--- src/rtl/tdm_pkg.sv ---
// tdm_pkg: shared types and sizes for the 8-channel TDM demultiplexer.
// Optional TDM_DEMUX_PARITY_EN adds a 9th (parity) slot per frame.
package tdm_pkg;

    typedef enum logic {
        HUNT = 1'b0,
        RECV = 1'b1
    } state_t;

    localparam int NUM_SLOTS = 8;

`ifdef TDM_DEMUX_PARITY_EN
    localparam int SLOT_W    = 4;
    localparam int FRAME_LEN = NUM_SLOTS + 1;
`else
    localparam int SLOT_W    = 3;
    localparam int FRAME_LEN = NUM_SLOTS;
`endif

    localparam logic [SLOT_W-1:0] LAST_SLOT = SLOT_W'(FRAME_LEN - 1);

endpackage

--- src/rtl/tdm_demux8_slot_dec.sv ---
// slot_dec: 3-to-8 one-hot write-enable decoder for the shadow register.
// Ports: en (write strobe), sel (slot index), we (one-hot enables).
module slot_dec (
    input  logic       en,
    input  logic [2:0] sel,
    output logic [7:0] we
);

    always_comb begin
        we = 8'h00;
        if (en) begin
            we[sel] = 1'b1;
        end
    end

endmodule

--- src/rtl/tdm_demux8.sv ---
// tdm_demux8: serial TDM to 8-bit parallel frame demultiplexer.
// Ports: clk, rst_n (async low), din/din_valid/frame_sync in;
//   ch_out, frame_valid, locked, sync_err out; parity_err only
//   when TDM_DEMUX_PARITY_EN is defined (adds an even-parity slot 8).
module tdm_demux8
    import tdm_pkg::*;
(
    input  logic       clk,
    input  logic       rst_n,
    input  logic       din,
    input  logic       din_valid,
    input  logic       frame_sync,
    output logic [7:0] ch_out,
    output logic       frame_valid,
    output logic       locked,
    output logic       sync_err
`ifdef TDM_DEMUX_PARITY_EN
    ,
    output logic       parity_err
`endif
);

    state_t            state, state_n;
    logic [SLOT_W-1:0] slot, slot_n;
    logic [7:0]        shadow, shadow_n;
    logic [7:0]        ch_n;
    logic              fv_n;
    logic              se_n;
    logic              dec_en;
    logic [2:0]        dec_sel;
    logic [7:0]        we;
`ifdef TDM_DEMUX_PARITY_EN
    logic              pe_n;
`endif

    slot_dec u_dec (
        .en  (dec_en),
        .sel (dec_sel),
        .we  (we)
    );

    // The state flop is itself the registered lock indicator.
    assign locked = (state == RECV);

    always_comb begin
        state_n = state;
        slot_n  = slot;
        ch_n    = ch_out;
        fv_n    = 1'b0;
        se_n    = 1'b0;
        dec_en  = 1'b0;
        dec_sel = slot[2:0];
`ifdef TDM_DEMUX_PARITY_EN
        pe_n    = 1'b0;
`endif
        if (din_valid) begin
            unique case (state)
                HUNT: begin
                    if (frame_sync) begin
                        dec_en  = 1'b1;
                        dec_sel = 3'd0;
                        slot_n  = SLOT_W'(1);
                        state_n = RECV;
                    end
                end
                RECV: begin
                    if (frame_sync && slot != '0) begin
                        // Early sync: restart the frame at this beat.
                        se_n    = 1'b1;
                        dec_en  = 1'b1;
                        dec_sel = 3'd0;
                        slot_n  = SLOT_W'(1);
                    end else if (!frame_sync && slot == '0) begin
                        se_n    = 1'b1;
                        state_n = HUNT;
                    end else begin
`ifdef TDM_DEMUX_PARITY_EN
                        // Slot 8 carries parity, not channel data.
                        dec_en = (slot != LAST_SLOT);
`else
                        dec_en = 1'b1;
`endif
                        if (slot == LAST_SLOT) begin
                            slot_n = '0;
                            fv_n   = 1'b1;
`ifdef TDM_DEMUX_PARITY_EN
                            ch_n   = shadow;
                            pe_n   = din ^ (^shadow);
`else
                            ch_n   = {din, shadow[6:0]};
`endif
                        end else begin
                            slot_n = slot + 1'b1;
                        end
                    end
                end
            endcase
        end
        shadow_n = (shadow & ~we) | ({8{din}} & we);
    end

    always_ff @(posedge clk or negedge rst_n) begin
        if (!rst_n) begin
            state       <= HUNT;
            slot        <= '0;
            shadow      <= 8'h00;
            ch_out      <= 8'h00;
            frame_valid <= 1'b0;
            sync_err    <= 1'b0;
        end else begin
            state       <= state_n;
            slot        <= slot_n;
            shadow      <= shadow_n;
            ch_out      <= ch_n;
            frame_valid <= fv_n;
            sync_err    <= se_n;
        end
    end

`ifdef TDM_DEMUX_PARITY_EN
    always_ff @(posedge clk or negedge rst_n) begin
        if (!rst_n) begin
            parity_err <= 1'b0;
        end else begin
            parity_err <= pe_n;
        end
    end
`endif

endmodule

--- config.mk ---
export PLATFORM = sky130hd
export DESIGN_NAME = tdm_demux8
export DESIGN_NICKNAME = d
export VERILOG_FILES = /design/src/rtl/tdm_pkg.sv /design/src/rtl/tdm_demux8_slot_dec.sv /design/src/rtl/tdm_demux8.sv
export SDC_FILE = /design/constraint.sdc
export NUM_CORES = 1
export LEC_CHECK = 0
export BUFFER_PORTS_ARGS = -buffer_cell sky130_fd_sc_hd__buf_2
export CAP_MARGIN = 20
export CORE_ASPECT_RATIO = 1.25
export CORE_UTILIZATION = 55
export DETAILED_ROUTE_END_ITERATION = 10
export MAX_ROUTING_LAYER = met4
export PLACE_DENSITY = 0.78
export SLEW_MARGIN = 20
export SYNTH_ARGS = -nofsm -noshare
export SYNTH_HDL_FRONTEND = slang
export SYNTH_SLANG_ARGS = --single-unit
--- constraint.sdc ---
create_clock -name clk -period 3.9 [get_ports clk]
set_clock_uncertainty 0.05 [all_clocks]
set_input_delay 0.975 -clock clk [delete_from_list [all_inputs] [get_ports clk]]
set_output_delay 0.975 -clock clk [all_outputs]
set_load 0.02 [all_outputs]
==> results.yml, run 1 <==
clocking:
  postCtsSetupBuffers: 0
  cts.repair.resized: 0
  ctsHoldBuffers: 0
  htree_levels: 1
  clockBufferDepth: 2
  cts_tree: "yes"
  cts_buffers: 3
  path_clk_slew_ns: 0.11
  cts_root_buffer: "clkbuf_4"
  clk_latency_ns: 0.30
  clock_sinks: 21
routing:
  route.detailed.wl_per_inst_um: 14.0
  route.detailed.drc: 0
  routed_wl_mm: 1.71
  drtIter0Drc: 12
  firstDrtPassIters: 4
  ant_nets: 0
  vias: 704
  vias_per_cell: 5.77
sta:
  tns_ns: 0
  setup_ws_ns: 1.62
  period_needed_ns: 2.28
  min_period_over_period: 0.585
  final_hold_viol_count: 0
  fmax_ghz: 0.438
  hold-worst-slack_ns: 0.455
  worst_pin_slew_ns: 0.456
  rsz0062_at_grt: "false"
  finalSetupViolCount: 0
  finalMaxSlewViolations: 0
  slew_headroom: 0.696
worst_setup_path:
  r2r-start: "slot[1]$_DFFE_PN0P_"
  r2r_cells: 8
  reg2reg_slack_ns: 1.62
  path_buf_inv: 1
  path_class: "reg2reg"
  worstPathArrival_ns: 2.43
  worst-path-stages: 8
  worstPathMaxFanout: 8
  startpoint: "slot[1]$_DFFE_PN0P_"
  worstSetupStartpointType: "flop"
  required_ns: 4.04
  crit_slowest_cell: "dfrtp_1"
  endpoint_kind: "flop"
  cpMostUsedCell: "ha_1"
  worstPathCellList: "inv_1 -> ha_1 -> nor2b_1 -> ha_1 -> and3b_4 -> nand2_2 -> nor3_2 -> mux2_4"
  slowest_delay_ns: 0.47
  crit_family: "simple AND/OR/NAND/NOR gates"
finish:
  drive_gt1_frac: 0.350
  final_cell_mix: "dfrtp_1 (21), buf_2 (15), mux2_2 (9)"
  final_common_cell: "dfrtp_1"
  final_nets: 114
  n_antenna_cell: 0
  area_delta_synth_final_pct: 10.2
  nFillCells: 150
grt:
  grt_max_degree: 22
  grt_pass1_wl_mm: 2.78
  grtUsageTotal: 0.213
  antenna_found_initial: 0
  grt_overflow: 0
  grt_pass1_vias: 662
logic_synthesis:
  synth.distinct_cells: 29
  syn_avg_cell_area_um2: 12.1
  synthArstFlopShare: 1.00
  synth_top_flop_cell: "dfrtp_1"
  yosys_warnings: 0
  synth_area_mm2: 0.00104
  synth_top_area_frac: 0.503
  synth_fp_nets: 96
  yosysTopAreaCell: "dfrtp_1"
  ys_ff_latch: 21
  yosys-top-cells-area: "dfrtp_1 (50%), mux2_2 (9.7%), ha_1 (6.0%), mux2_1 (4.3%), mux2_4 (2.9%)"
  synth_edf_count: 0
  synthCells: 86
  yosysSeqAreaShare: 0.503
place:
  pre_cts_slack_ns: 1.34
  globalplace.congestion: 0.846
  hpwl_mm: 1.29
  io_buffers: 15
floorplanning:
  die_width_um: 41.0
  die_area_mm2: 0.00208
  row_count: 17
  pin_count: 16
  start_util: 0.592
  die_y_um: 50.7
  core_area_mm2: 0.00177
power:
  switching_share: 0.382
  clock_power_share: 0.134
  pwr_density_cell_mw_per_mm2: 659
  internal-power_w: 0.000469
  combPwrFrac: 0.403
  irDropWorstVdd_uv: 466
  finalPower_w: 0.000758
  p_leak_nw: 0.598
  seqPwrFrac: 0.463
  power_switching_w: 0.000290
run_status:
  status: "complete, no violations"
worst_hold_path:
  hp-class: "reg2reg"
run:
  cap_violations: 0
[logic make-up after synthesis]
| family | count (synthesis) | synth area share |
|---|---|---|
| AO/OA/AOI/OAI | 13 | 0.0791 |
| adder cells (fa/ha/maj) | 5 | 0.0599 |
| buffers and inverters | 7 | 0.0359 |
| flip-flops | 21 | 0.503 |
| multiplexers | 15 | 0.169 |
| AND/OR/NAND/NOR | 25 | 0.153 |
[through the flow]
step	area, µm²	utilization	instances
after detailed placement	1120	0.637	118
after global routing	1150	0.652	122
after floorplan	1040	-	86
after global placement	1120	0.637	118
after CTS	1150	0.652	122
final	1150	0.652	122
[per-layer routing]
metal,vias up,global-route usage,part of all wire
met3,4,0.0398,0.026
met2,14,0.331,0.50
met4,0,0.150,0.033
met1,348,0.229,0.44
met5,-,-,0
li1,338,-,-
[cells in the mapped netlist (2+ instances only)]
master / count
nand2b_1: 2
nand2_1: 3
a21oi_1: 2
a22o_1: 2
ha_1: 5
inv_1: 5
nor2_1: 7
o21ai_0: 5
dfrtp_1: 21
mux2_4: 2
nor3_1: 3
mux2_2: 9
mux2_1: 4
[power by group through the flow]
stage	combinational [W]	sequential (W)	clock [W]
2_1_floorplan	0.000225	0.000362	0
3_3_place_gp	0.000295	0.000351	0
3_5_place_dp	0.000306	0.000356	0
4_1_cts	0.000308	0.000352	0.000105
5_1_grt	0.000341	0.000364	0.000115
6_report	0.000306	0.000351	0.000101
[worst min-delay path by stage]
stage / startpoint / to / slack (ns) / depth (start not counted)
after global placement: flop / flop / 0.42 / 1
after CTS: flop / flop / 0.46 / 1
after floorplan: flop / flop / 0.40 / 1
after detailed placement: flop / flop / 0.43 / 1
after global routing: flop / flop / 0.48 / 1
final: flop / flop / 0.46 / 1
[layout make-up]
class / instances / area [µm²] / area share
clock buffer: 4 / 26.3 / 0.0228
inverter: 5 / 18.8 / 0.0163
multi-input combinational: 58 / 482 / 0.418
sequential: 21 / 526 / 0.457
tap: 19 / 23.8 / 0.0207
timing repair buffer: 15 / 75.1 / 0.0652
(Power assumes the default switching activity.)
==> inputs of run 2 (changes only) <==
Settings changed: CORE_UTILIZATION 55 to 49, PLACE_DENSITY 0.78 to 0.73.
Clock period 3.9 ns to 1.9 ns, I/O delays scaled along.
==> results.yml, run 2 (same netlist as run 1, synthesis figures left out) <==
clocking:
  cts_tree: "yes"
  cts_buffers: 3
  clockBufferDepth: 2
  path_clk_slew_ns: 0.11
  clk_latency_ns: 0.30
  cts_root_buffer: "clkbuf_4"
  ctsHoldBuffers: 0
  clock_sinks: 21
  htree_levels: 1
grt:
  grt_pass1_vias: 730
  grt_util_met1: 0.201
  grt_max_degree: 22
  antenna_found_initial: 0
  grt_pass1_wl_mm: 3.20
  grt_overflow: 0
  grtUsageTotal: 0.195
  use_met3: 0.0302
  use_met2: 0.368
  busiest_layer: "met2"
floorplanning:
  row_count: 18
  core_area_mm2: 0.00198
  die_width_um: 43.3
  die_area_mm2: 0.00232
  pin_count: 16
  start_util: 0.527
  die_y_um: 53.6
worst_setup_path:
  required_ns: 2.04
  crit_slowest_cell: "dfrtp_1"
  slowest_delay_ns: 0.40
  worstPathArrival_ns: 2.09
  endpoint_kind: "flop"
  worstPathMaxFanout: 5
  worstPathCellList: "inv_2 -> ha_4 -> nor2b_4 -> inv_2 -> ha_4 -> mux2_4 -> o221ai_4 -> mux2_4"
  worstSetupStartpointType: "flop"
  path_class: "reg2reg"
finish:
  area_delta_synth_final_pct: 27.3
  nFillCells: 164
  drive_gt1_frac: 0.527
  final_common_cell: "dfrtp_1"
  utilization: 0.671
  final_cell_mix: "dfrtp_1 (21), buf_2 (15), buf_4 (9)"
  n_antenna_cell: 0
  final_nets: 123
place:
  io_buffers: 15
  hpwl_mm: 1.33
  globalplace.congestion: 0.791
sta:
  fmax_ghz: 0.514
  worst_pin_slew_ns: 0.457
  hold-worst-slack_ns: 0.0568
  slew_headroom: 0.695
  finalMaxSlewViolations: 0
  rsz0062_at_grt: "true"
  setup_ws_ns: -0.0451
  min_period_over_period: 1.02
  period_needed_ns: 1.95
  final_hold_viol_count: 0
  finalSetupViolCount: 1
run:
  cap_violations: 0
routing:
  firstDrtPassIters: 4
  vias_per_cell: 5.61
  route.detailed.wl_per_inst_um: 14.2
  vias: 741
  drtIter0Drc: 5
  ant_nets: 0
  route.detailed.drc: 0
  routed_wl_mm: 1.87
power:
  irDropWorstVdd_uv: 852
  pwr_density_cell_mw_per_mm2: 1430
  p_leak_nw: 0.660
worst_hold_path:
  hp-class: "in2async"
run_status:
  status: "complete, but fails checks"
  violations: "setup timing"
run 2: cell types whose count changed in the layout (fill, tap and decap cells not counted), moves of 2 or more:
cell,before,now
nor2_1,7,5
mux2_1,4,2
inv_2,0,3
buf_4,0,9
mux2_4,2,5
ha_4,0,3
ha_1,5,2
inv_1,5,2
run 2: per-layer routing:
layer	up-vias	wire [µm]	part of all wire
met5	-	0	0
met4	0	23	0.012
met3	4	54	0.029
met2	12	1010	0.54
met1	370	785	0.42
li1	355	-	-
run 2: power breakdown:
group | internal [W] | leakage [nW] | switching [W]
combinational | 0.000492 | 0.366 | 0.000526
sequential | 0.000588 | 0.277 | 0.0000827
clock | 0.0000785 | 0.0177 | 0.000130
total | 0.00116 | 0.660 | 0.000739
run 2: final cells by class:
| class | instances | area [µm²] | area share |
|---|---|---|---|
| inverters | 5 | 18.8 | 0.0141 |
| multi-input cells | 58 | 591 | 0.444 |
| clock inverters | 1 | 5.00 | 0.00376 |
| well taps | 20 | 25.0 | 0.0188 |
| flip-flops and latches | 21 | 526 | 0.395 |
| clock buffers | 3 | 22.5 | 0.0169 |
| repair buffers | 24 | 143 | 0.107 |
run 2: worst max-delay path: cells and delay by family, from the launching register on:
family / cells / cell delay [ns]
buffers and inverters: 2 / 0.14
flip-flops: 1 / 0.40
adder cells (fa/ha/maj): 2 / 0.30
AND/OR/NAND/NOR: 1 / 0.16
multiplexers: 2 / 0.59
AO/OA/AOI/OAI: 1 / 0.18
run 2: repair_timing:
action / in CTS / in global routing
buffers inserted: 2 / 0
gates cloned: 0 / 0
pin swaps: 4 / 6
setup endpoints to repair: 10 / 6
gates resized for setup: 7 / 5
run 2: worst paths after layout:
| kind | start | end | slack, ns | cells after the start |
|---|---|---|---|---|
| setup reg to reg | slot[1]$_DFFE_PN0P_ | flop | -0.05 | 8 |
| hold / removal | rst_n | ch_out[5]$_DFFE_PN0P_ | 0.06 | 1 |
| max in group asynchronous | rst_n | asynchronous set/reset pin | 1.43 | 1 |
| setup / recovery | slot[1]$_DFFE_PN0P_ | flop | -0.05 | 8 |
| min in group clk | din_valid | sync_err$_DFF_PN0_ | 0.44 | 3 |
| hold reg to reg | flop | flop | 0.46 | 1 |
run 2: per-stage QoR:
step / instances / setup slack (ns) / instance area, µm² / setup TNS (ns) / power, W
final: 132 / -0.0451 / 1330 / -0.0451 / 0.00190
after detailed placement: 126 / -0.0789 / 1230 / -0.455 / 0.00153
after global placement: 126 / -0.0196 / 1230 / -0.0224 / 0.00150
after CTS: 132 / -0.0584 / 1300 / -0.0584 / 0.00185
after global routing: 132 / -0.118 / 1330 / -0.189 / 0.00204
after floorplan: 86 / -0.0979 / 1090 / -0.219 / 0.00130
